<file path="config.mk">
export PLATFORM = sky130hd
export DESIGN_NAME = rf_wb_arbiter
export DESIGN_NICKNAME = d
export VERILOG_FILES = /design/src/rtl/rf_wb_pkg.sv /design/src/rtl/rf_wb_arbiter_rr_arb2.sv /design/src/rtl/rf_wb_arbiter.sv
export SDC_FILE = /design/constraint.sdc
export NUM_CORES = 1
export LEC_CHECK = 0
export ABC_AREA = 1
export CAP_MARGIN = 20
export CORE_MARGIN = 1.5
export CORE_UTILIZATION = 29
export CTS_CLUSTER_SIZE = 8
export DETAILED_ROUTE_END_ITERATION = 8
export PLACE_DENSITY_LB_ADDON = 0.12
export SETUP_SLACK_MARGIN = 0.5
export SLEW_MARGIN = 25
export SYNTH_ARGS = -nofsm -noshare
export SYNTH_HDL_FRONTEND = slang
export SYNTH_SLANG_ARGS = --single-unit
export TNS_END_PERCENT = 1
</file>
<file path="constraint.sdc">
create_clock -name clk -period 2.6 [get_ports clk]
set_clock_uncertainty 0.05 [all_clocks]
set_input_delay 0.26 -clock clk [delete_from_list [all_inputs] [get_ports clk]]
set_output_delay 0.26 -clock clk [all_outputs]
set_load 0.03 [all_outputs]
</file>
<file path="src/rtl/rf_wb_pkg.sv">
// Shared types for the register-file writeback arbiter: FSM states and grant identities.
package rf_wb_pkg;

  typedef enum logic {
    INIT = 1'b0,
    RUN  = 1'b1
  } rf_wb_state_e;

  typedef enum logic {
    GNT_A = 1'b0,
    GNT_B = 1'b1
  } rf_wb_grant_e;

  // One-hot grant bit positions used by rr_arb2.
  localparam int unsigned GRANT_A_BIT = 0;
  localparam int unsigned GRANT_B_BIT = 1;

endpackage

</file>
<file path="src/rtl/rf_wb_arbiter_rr_arb2.sv">
// Two-input round-robin arbiter, purely combinational; the last-grant history lives in the caller.
module rr_arb2
  import rf_wb_pkg::*;
(
  input  logic         v_a,
  input  logic         v_b,
  input  rf_wb_grant_e last_grant,
  output logic [1:0]   grant,
  output logic         grant_v
);

  always_comb begin
    grant = 2'b00;
    if (v_a && v_b) begin
      // Under contention the side that did not win last time goes first.
      if (last_grant == GNT_A) begin
        grant[GRANT_B_BIT] = 1'b1;
      end else begin
        grant[GRANT_A_BIT] = 1'b1;
      end
    end else begin
      grant[GRANT_A_BIT] = v_a;
      grant[GRANT_B_BIT] = v_b;
    end
  end

  assign grant_v = v_a | v_b;

endmodule

</file>
<file path="src/rtl/rf_wb_arbiter.sv">
// Owns the register-file write port: zero-fills every entry after reset/clear, then
// shares the port round-robin between ALU (A) and load/network (B) writeback.
module rf_wb_arbiter
  import rf_wb_pkg::*;
#(
  parameter int addr_width_p = 6,
  parameter int data_width_p = 32
) (
  input  logic                    clk,
  input  logic                    reset_n_i,
  input  logic                    clear_i,
  input  logic                    a_v_i,
  input  logic [addr_width_p-1:0] a_addr_i,
  input  logic [data_width_p-1:0] a_data_i,
  output logic                    a_ready_o,
  input  logic                    b_v_i,
  input  logic [addr_width_p-1:0] b_addr_i,
  input  logic [data_width_p-1:0] b_data_i,
  output logic                    b_ready_o,
  output logic                    rf_wen_o,
  output logic [addr_width_p-1:0] rf_addr_o,
  output logic [data_width_p-1:0] rf_data_o,
  output logic                    init_done_o,
  output rf_wb_state_e            dbg_state_o
);

  // Handshake: a write transfers in any cycle where v_i && ready_o; ready_o depends only on
  // state, clear_i, both valids and last_grant, and a waiting requester holds v/addr/data.

  localparam logic [addr_width_p-1:0] LAST_ADDR = '1;

  rf_wb_state_e            state;
  rf_wb_grant_e            last_grant;
  logic [addr_width_p-1:0] init_cnt;
  logic [1:0]              grant;
  logic                    grant_v;
  logic                    run_grant;

  rr_arb2 u_arb (
    .v_a        (a_v_i),
    .v_b        (b_v_i),
    .last_grant (last_grant),
    .grant      (grant),
    .grant_v    (grant_v)
  );

  assign run_grant = reset_n_i && (state == RUN) && !clear_i && grant_v;

  always_ff @(posedge clk) begin
    if (!reset_n_i) begin
      state      <= INIT;
      init_cnt   <= '0;
      last_grant <= GNT_B;
    end else begin
      case (state)
        INIT: begin
          init_cnt <= init_cnt + 1'b1;
          if (init_cnt == LAST_ADDR) begin
            state <= RUN;
          end
        end
        RUN: begin
          if (clear_i) begin
            state    <= INIT;
            init_cnt <= '0;
          end else if (grant_v) begin
            last_grant <= grant[GRANT_A_BIT] ? GNT_A : GNT_B;
          end
        end
        default: begin
          state    <= INIT;
          init_cnt <= '0;
        end
      endcase
    end
  end

  always_comb begin
    a_ready_o   = 1'b0;
    b_ready_o   = 1'b0;
    rf_wen_o    = 1'b0;
    rf_addr_o   = '0;
    rf_data_o   = '0;
    init_done_o = 1'b0;
    if (reset_n_i) begin
      if (state == INIT) begin
        rf_wen_o  = 1'b1;
        rf_addr_o = init_cnt;
      end else begin
        init_done_o = 1'b1;
        if (run_grant) begin
          rf_wen_o = 1'b1;
          if (grant[GRANT_A_BIT]) begin
            a_ready_o = 1'b1;
            rf_addr_o = a_addr_i;
            rf_data_o = a_data_i;
          end else begin
            b_ready_o = 1'b1;
            rf_addr_o = b_addr_i;
            rf_data_o = b_data_i;
          end
        end
      end
    end
  end

  assign dbg_state_o = state;

endmodule
</file>
==> flow_metrics.tcl <==
set metrics [dict create \
    drt_iter0_drc 93 \
    cts_buffers 3 \
    max_stage_delay_ns 0.34 \
    yosysTopAreaCellShare_pct 49.27 \
    syn_to_final_growth_pct 121.8 \
    rr_startpoint "init_cnt[0]" \
    comb_power_share_pct 41.3 \
    fin_area_sq_um 2281 \
    core_area_sq_um 3363 \
    seqPwrFrac_pct 33.5 \
    cts_tree "built" \
    worstPathArrival_ns 1.71 \
    clkSinkCount 8 \
    worstPathCellList "buf_4 -> nand2_1 -> nor3_2 -> nand2_1 -> a21oi_1 -> buf_4" \
    ys_ff_latch 8 \
    grt-ovfl-total 0 \
    dp_hpwl_mm 3.557 \
    synth_cells 208 \
    status "finished clean" \
    final_common_cell "nand2_1" \
    syn_area_sq_um 1028 \
    wl_per_cell_um 11.36 \
    mostFrequentLayoutCells "nand2_1, clkdlybuf4s50_1, buf_4" \
    holdBufCountCts 0 \
    grt_pass1_wl_mm 7.003 \
    ys_seq_area_share_pct 15.57 \
    required_ns 2.29 \
    die_h_um 62.55 \
    hold_viol 0 \
    start_util_pct 30.58 \
    pwr-share-clk_pct 25.2 \
    p_per_area_nw_per_um2 173.0 \
    rsz0062_at_grt "true" \
    finalWeightedCongestion 0.8333 \
    synth.distinct_cells 18 \
    hold_start "reset_n_i" \
    maxCapViolCount 0 \
    worstSetupPathType "reg2out" \
    antenna_found_initial 0 \
    n_fill_cell 317 \
    grt_max_degree 34 \
    diodes 0 \
    die_w_um 62.55 \
    fin_crit_ns 2.016 \
    dieArea_sq_um 3913 \
    max_freq_mhz 495.9 \
    cpMaxStageDelayCell "dfxtp_1" \
    tns_ns 0 \
    grt_pass1_vias 1489 \
    layout-drive-gt1-share_pct 18.26 \
    synth.avg_cell_area_sq_um 4.945 \
    pre_cts_slack_ns 0.3633 \
    h-tree-depth 1 \
    clk_latency_ns 0.26 \
    remaining_drc_errors 0 \
    period_share_pct 77.56 \
    relSlewSlack_pct 74.45 \
    ir_drop_mv 0.2198 \
    setup_slack_ns 0.5835 \
    placed_cell_area_sq_um 2216 \
    portBuffers 123 \
    leakagePower_nw 1.159 \
    num_vias 1662 \
    yosysTopAreaCell "nand2_1" \
    crit_path_start "dbg_state_o" \
    start_kind "register" \
    yosys_warnings 0 \
    finalSetupViolations 0 \
    slew_viol_final 0 \
    viasPerCell 4.374 \
    synth_top_cells_by_area "nand2_1, dfxtp_1, a21oi_1, nand3_1, buf_4" \
    switchingPower_w 0.00009488 \
    synth.net_count 290 \
    track_usage_pct 21.48 \
    hold_class "in2reg" \
    cts_buffer_depth 2 \
    crit_fanout 16 \
    detail_route.wirelength_mm 4.316 \
    rows 21 \
    io_pins 124 \
    cts-root-buf "clkbuf_4" \
    p_sw_share_pct 24.05 \
    drtAntennaViolNets 0 \
    worst_slew_pin_slew_ns 0.3826 \
    layout.nets 418 \
    intPower_w 0.0002997 \
    endpoint_kind "primary output" \
    dr.pass1.iters 4 \
    clkTransAtPathRegs_ns 0.06 \
]
==> worst max-delay path, delay by kind of cell (launching register included) <==
kind            cells  cell delay, ns
simple gates        3            0.57
buf+inv             2            0.38
flops               1            0.34
compound gates      1            0.16
==> final timing paths <==
check | endpoint | cells past startpoint | slack [ns]
worst max-delay path | rf_addr_o[5] | 6 | 0.58
worst min register to register | init_cnt[1] | 2 | 0.48
worst min-delay path | init_cnt[5] | 3 | 0.38
worst max register to register | init_cnt[4] | 5 | 1.33
==> cells in the mapped netlist <==
| cell | count |
|---|---|
| dfxtp_1 | 8 |
| buf_2 | 2 |
| o211ai_1 | 1 |
| and2_1 | 1 |
| buf_4 | 6 |
| nand2_2 | 3 |
| nor2_1 | 5 |
| inv_1 | 10 |
| a21oi_1 | 12 |
| nand3_1 | 10 |
| or2_2 | 1 |
| nand2_1 | 135 |
| o22ai_1 | 1 |
| ha_1 | 1 |
| clkbuf_1 | 1 |
| nor2_4 | 3 |
| o21ai_0 | 7 |
| nor3_2 | 1 |
==> kinds of logic after synthesis <==
family / share of synthesized area [%]
buf+inv: 9.367
simple gates: 63.26
flops: 15.57
compound gates: 10.58
fa+ha+maj: 1.216
==> stage by stage <==
stage | instances | hold slack (ns) | util, % | total power (W)
floorplan | 208 | 0.4200 | - | 0.0001664
global placement | 374 | 0.4567 | 65.89 | 0.0002968
detailed placement | 374 | 0.4648 | 65.89 | 0.0002976
CTS | 377 | 0.4773 | 66.52 | 0.0003979
global route | 380 | 0.4104 | 67.82 | 0.0004185
finish | 380 | 0.3800 | 67.82 | 0.0003946
==> cell type report <==
cell class              count  area (sq um)  share of cell area (%)
repair buffers            132          1224                   53.65
multi-input cells         181         779.5                   34.17
flip-flops and latches      8         160.2                   7.021
well taps                  46         57.56                   2.523
inverters                  10         37.54                   1.646
clock buffers               3         22.52                  0.9874
==> registers in the layout, indices dropped and copies added (netlist names) <==
signal	cells
init_cnt	6
last_grant	1
dbg_state_o	1
==> layer usage <==
| metal | part of all wire, % | global-route usage, % | routed length (um) | vias up |
|---|---|---|---|---|
| met4 | 0.79 | 2.500 | 34 | 0 |
| met1 | 42 | 25.52 | 1825 | 687 |
| met3 | 8.5 | 6.486 | 366 | 4 |
| met5 | 0 | 0 | 0 | - |
| met2 | 48 | 38.98 | 2090 | 75 |
| li1 | - | - | - | 896 |
==> power by group through the flow <==
stage | sequential [W] | clock [W] | combinational, W
3_3_place_gp | 0.000135 | 0 | 0.000162
3_5_place_dp | 0.000135 | 0 | 0.000163
4_1_cts | 0.000132 | 0.000103 | 0.000163
2_1_floorplan | 0.000134 | 0 | 0.0000327
6_report | 0.000132 | 0.0000995 | 0.000163
5_1_grt | 0.000133 | 0.000109 | 0.000176
==> repair_timing <==
action,4_1_cts,5_1_grt
pin swaps,0,1
setup buffers,0,3
setup endpoints to repair,40,41
hold endpoints to repair,0,0
resized for setup,1,6
cloned,0,0
Power figures use the tool's default switching activity.
==> RTL edit (same settings) <==
The parameter `addr_width_p` goes from 6 to 7.
--- a/src/rtl/rf_wb_arbiter.sv
+++ b/src/rtl/rf_wb_arbiter.sv
@@ -4,5 +4,5 @@
   import rf_wb_pkg::*;
 #(
-  parameter int addr_width_p = 6,
+  parameter int addr_width_p = 7,
   parameter int data_width_p = 32
 ) (
Interface: changed (resized a_addr_i, b_addr_i and rf_addr_o); port bits go from 124 to 127. The function was not compared with the original's and may differ.
==> RTL edit against the original RTL <==
- synthesized area up 14%
- sequential cell count up 1
- setup slack worse by 0.065 ns
- design area up 10%
- clock power up 66%
- critical path depth up 3
- wire length up 28%
- power up 26%
- utilization down 1.2 points
- critical endpoint is now rf_data_o[19]
- highest routed layer unchanged
==> RTL edit: results (changes against the original RTL) <==
| Metric | Value |
|---|---|
| Placer Congestion | `0.8752 (+5.0%)` |
| GRT Total Usage | `0.2062 (-0.008558)` |
| Largest net degree at the start of global routing | `34 (unchanged)` |
| Number of global-route vias before repair | `1463 (-1.7%)` |
| Drt total wl | `5.530 mm (+28%)` |
| Cell Area, Placed | `0.002325 mm^2 (+4.9%)` |
| Data arrival, critical path | `1.77 ns (+0.06 ns)` |
| Count of cell types in the netlist | `25 (+7)` |
| Slew at the pin closest to its max-slew limit | `0.4305 ns (+0.04794 ns)` |
| Synth area leaders | `nand2_1, dfxtp_1, buf_6` |
| End point of the worst hold path | `last_grant$_SDFFE_PN1P_` |
| Family with the most delay on the worst path | `buffers and inverters` |
| Drt via density | `4.646 (+6.2%)` |
| Number of fill cells | `344 (+8.5%)` |
| Status | `completed` |
| Root Buffer | `clkbuf_8` |
| Post-Place Setup Slack | `0.2800 ns (-0.08327 ns)` |
| Sequential area share after synthesis | `0.1543 (-0.001377)` |
| Worst hold margin | `0.3894 ns (+0.009470 ns)` |
| FF-to-FF setup slack | `1.29 ns (-0.04 ns)` |
| Global-route wire length before repair | `7.107 mm (+1.5%)` |
| Worst VDD drop | `0.2578 mV (+17%)` |
| CP peak stage delay | `0.54 ns (+0.20 ns)` |
| Post-Synthesis Cells | `217 (+4.3%)` |
| Routed len/inst | `13.89 um (+22%)` |
| Post-synthesis async set-or-reset flop share | `0 (unchanged)` |
| Hold Path Depth | `2 (-1)` |
| Max reg flops | `7 (+1)` |
| Net Count, Synth | `301 (+3.8%)` |
| Share of cells above drive strength 1 | `0.1914 (+0.008794)` |
| FF-to-FF End | `init_cnt[6]$_SDFFE_PN0P_` |
| Leak | `1.269 nW (+9.6%)` |
| Slowest CP cell | `clkdlybuf4s50_1` |
-- RTL edit: cell families (layout without fill, tap and decap cells) --
family / after synthesis / in the layout / synth area share
AND/OR/NAND/NOR: 158 / 163 / 0.5917
flip-flops: 9 / 9 / 0.1543
AO/OA/AOI/OAI: 28 / 28 / 0.1297
buffers and inverters: 21 / 149 / 0.1136
adder cells (fa/ha/maj): 1 / 1 / 0.01072
-- RTL edit: timing repair --
action                                  CTS  global route
gates cloned                              0             5
resized for setup                         1             4
buffers inserted                          0             4
endpoints found under the hold margin     0             0
endpoints found under the setup margin   43            43
hold buffers                              0             0
pin swaps                                 0             8
-- RTL edit: layout make-up --
class / instances / share of cell area
inverter: 11 / 0.01644
clock buffer: 4 / 0.01794
sequential: 9 / 0.07175
tap: 48 / 0.02392
timing repair buffer: 134 / 0.5017
multi-input combinational: 192 / 0.3682
-- RTL edit: how the worst max path moves through the flow --
stage	from	endpoint	cells after the start	slack [ns]
2_1_floorplan	dbg_state_o$_SDFF_PN0_	rf_addr_o[0]	5	0.62
3_5_place_dp	clear_i	rf_wen_o	7	0.28
3_3_place_gp	reset_n_i	rf_wen_o	4	0.30
6_report	b_v_i	rf_data_o[19]	9	0.52
4_1_cts	clear_i	rf_data_o[18]	9	0.34
5_1_grt	b_v_i	rf_data_o[11]	8	0.45
-- RTL edit: power by group --
part	internal [mW]	switching, mW	total, mW	leakage (nW)
clock network	0.107	0.0575	0.165	0.0228
registers	0.142	0.00492	0.147	0.0732
logic	0.130	0.0574	0.187	1.17
total	0.379	0.120	0.499	1.27
-- RTL edit: metal layers --
layer	GRT usage	wire (um)	up-vias
met4	0.05357	95	0
met3	0.04600	453	15
met1	0.2569	2222	800
li1	-	-	951
met5	0	0	-
met2	0.3550	2760	83
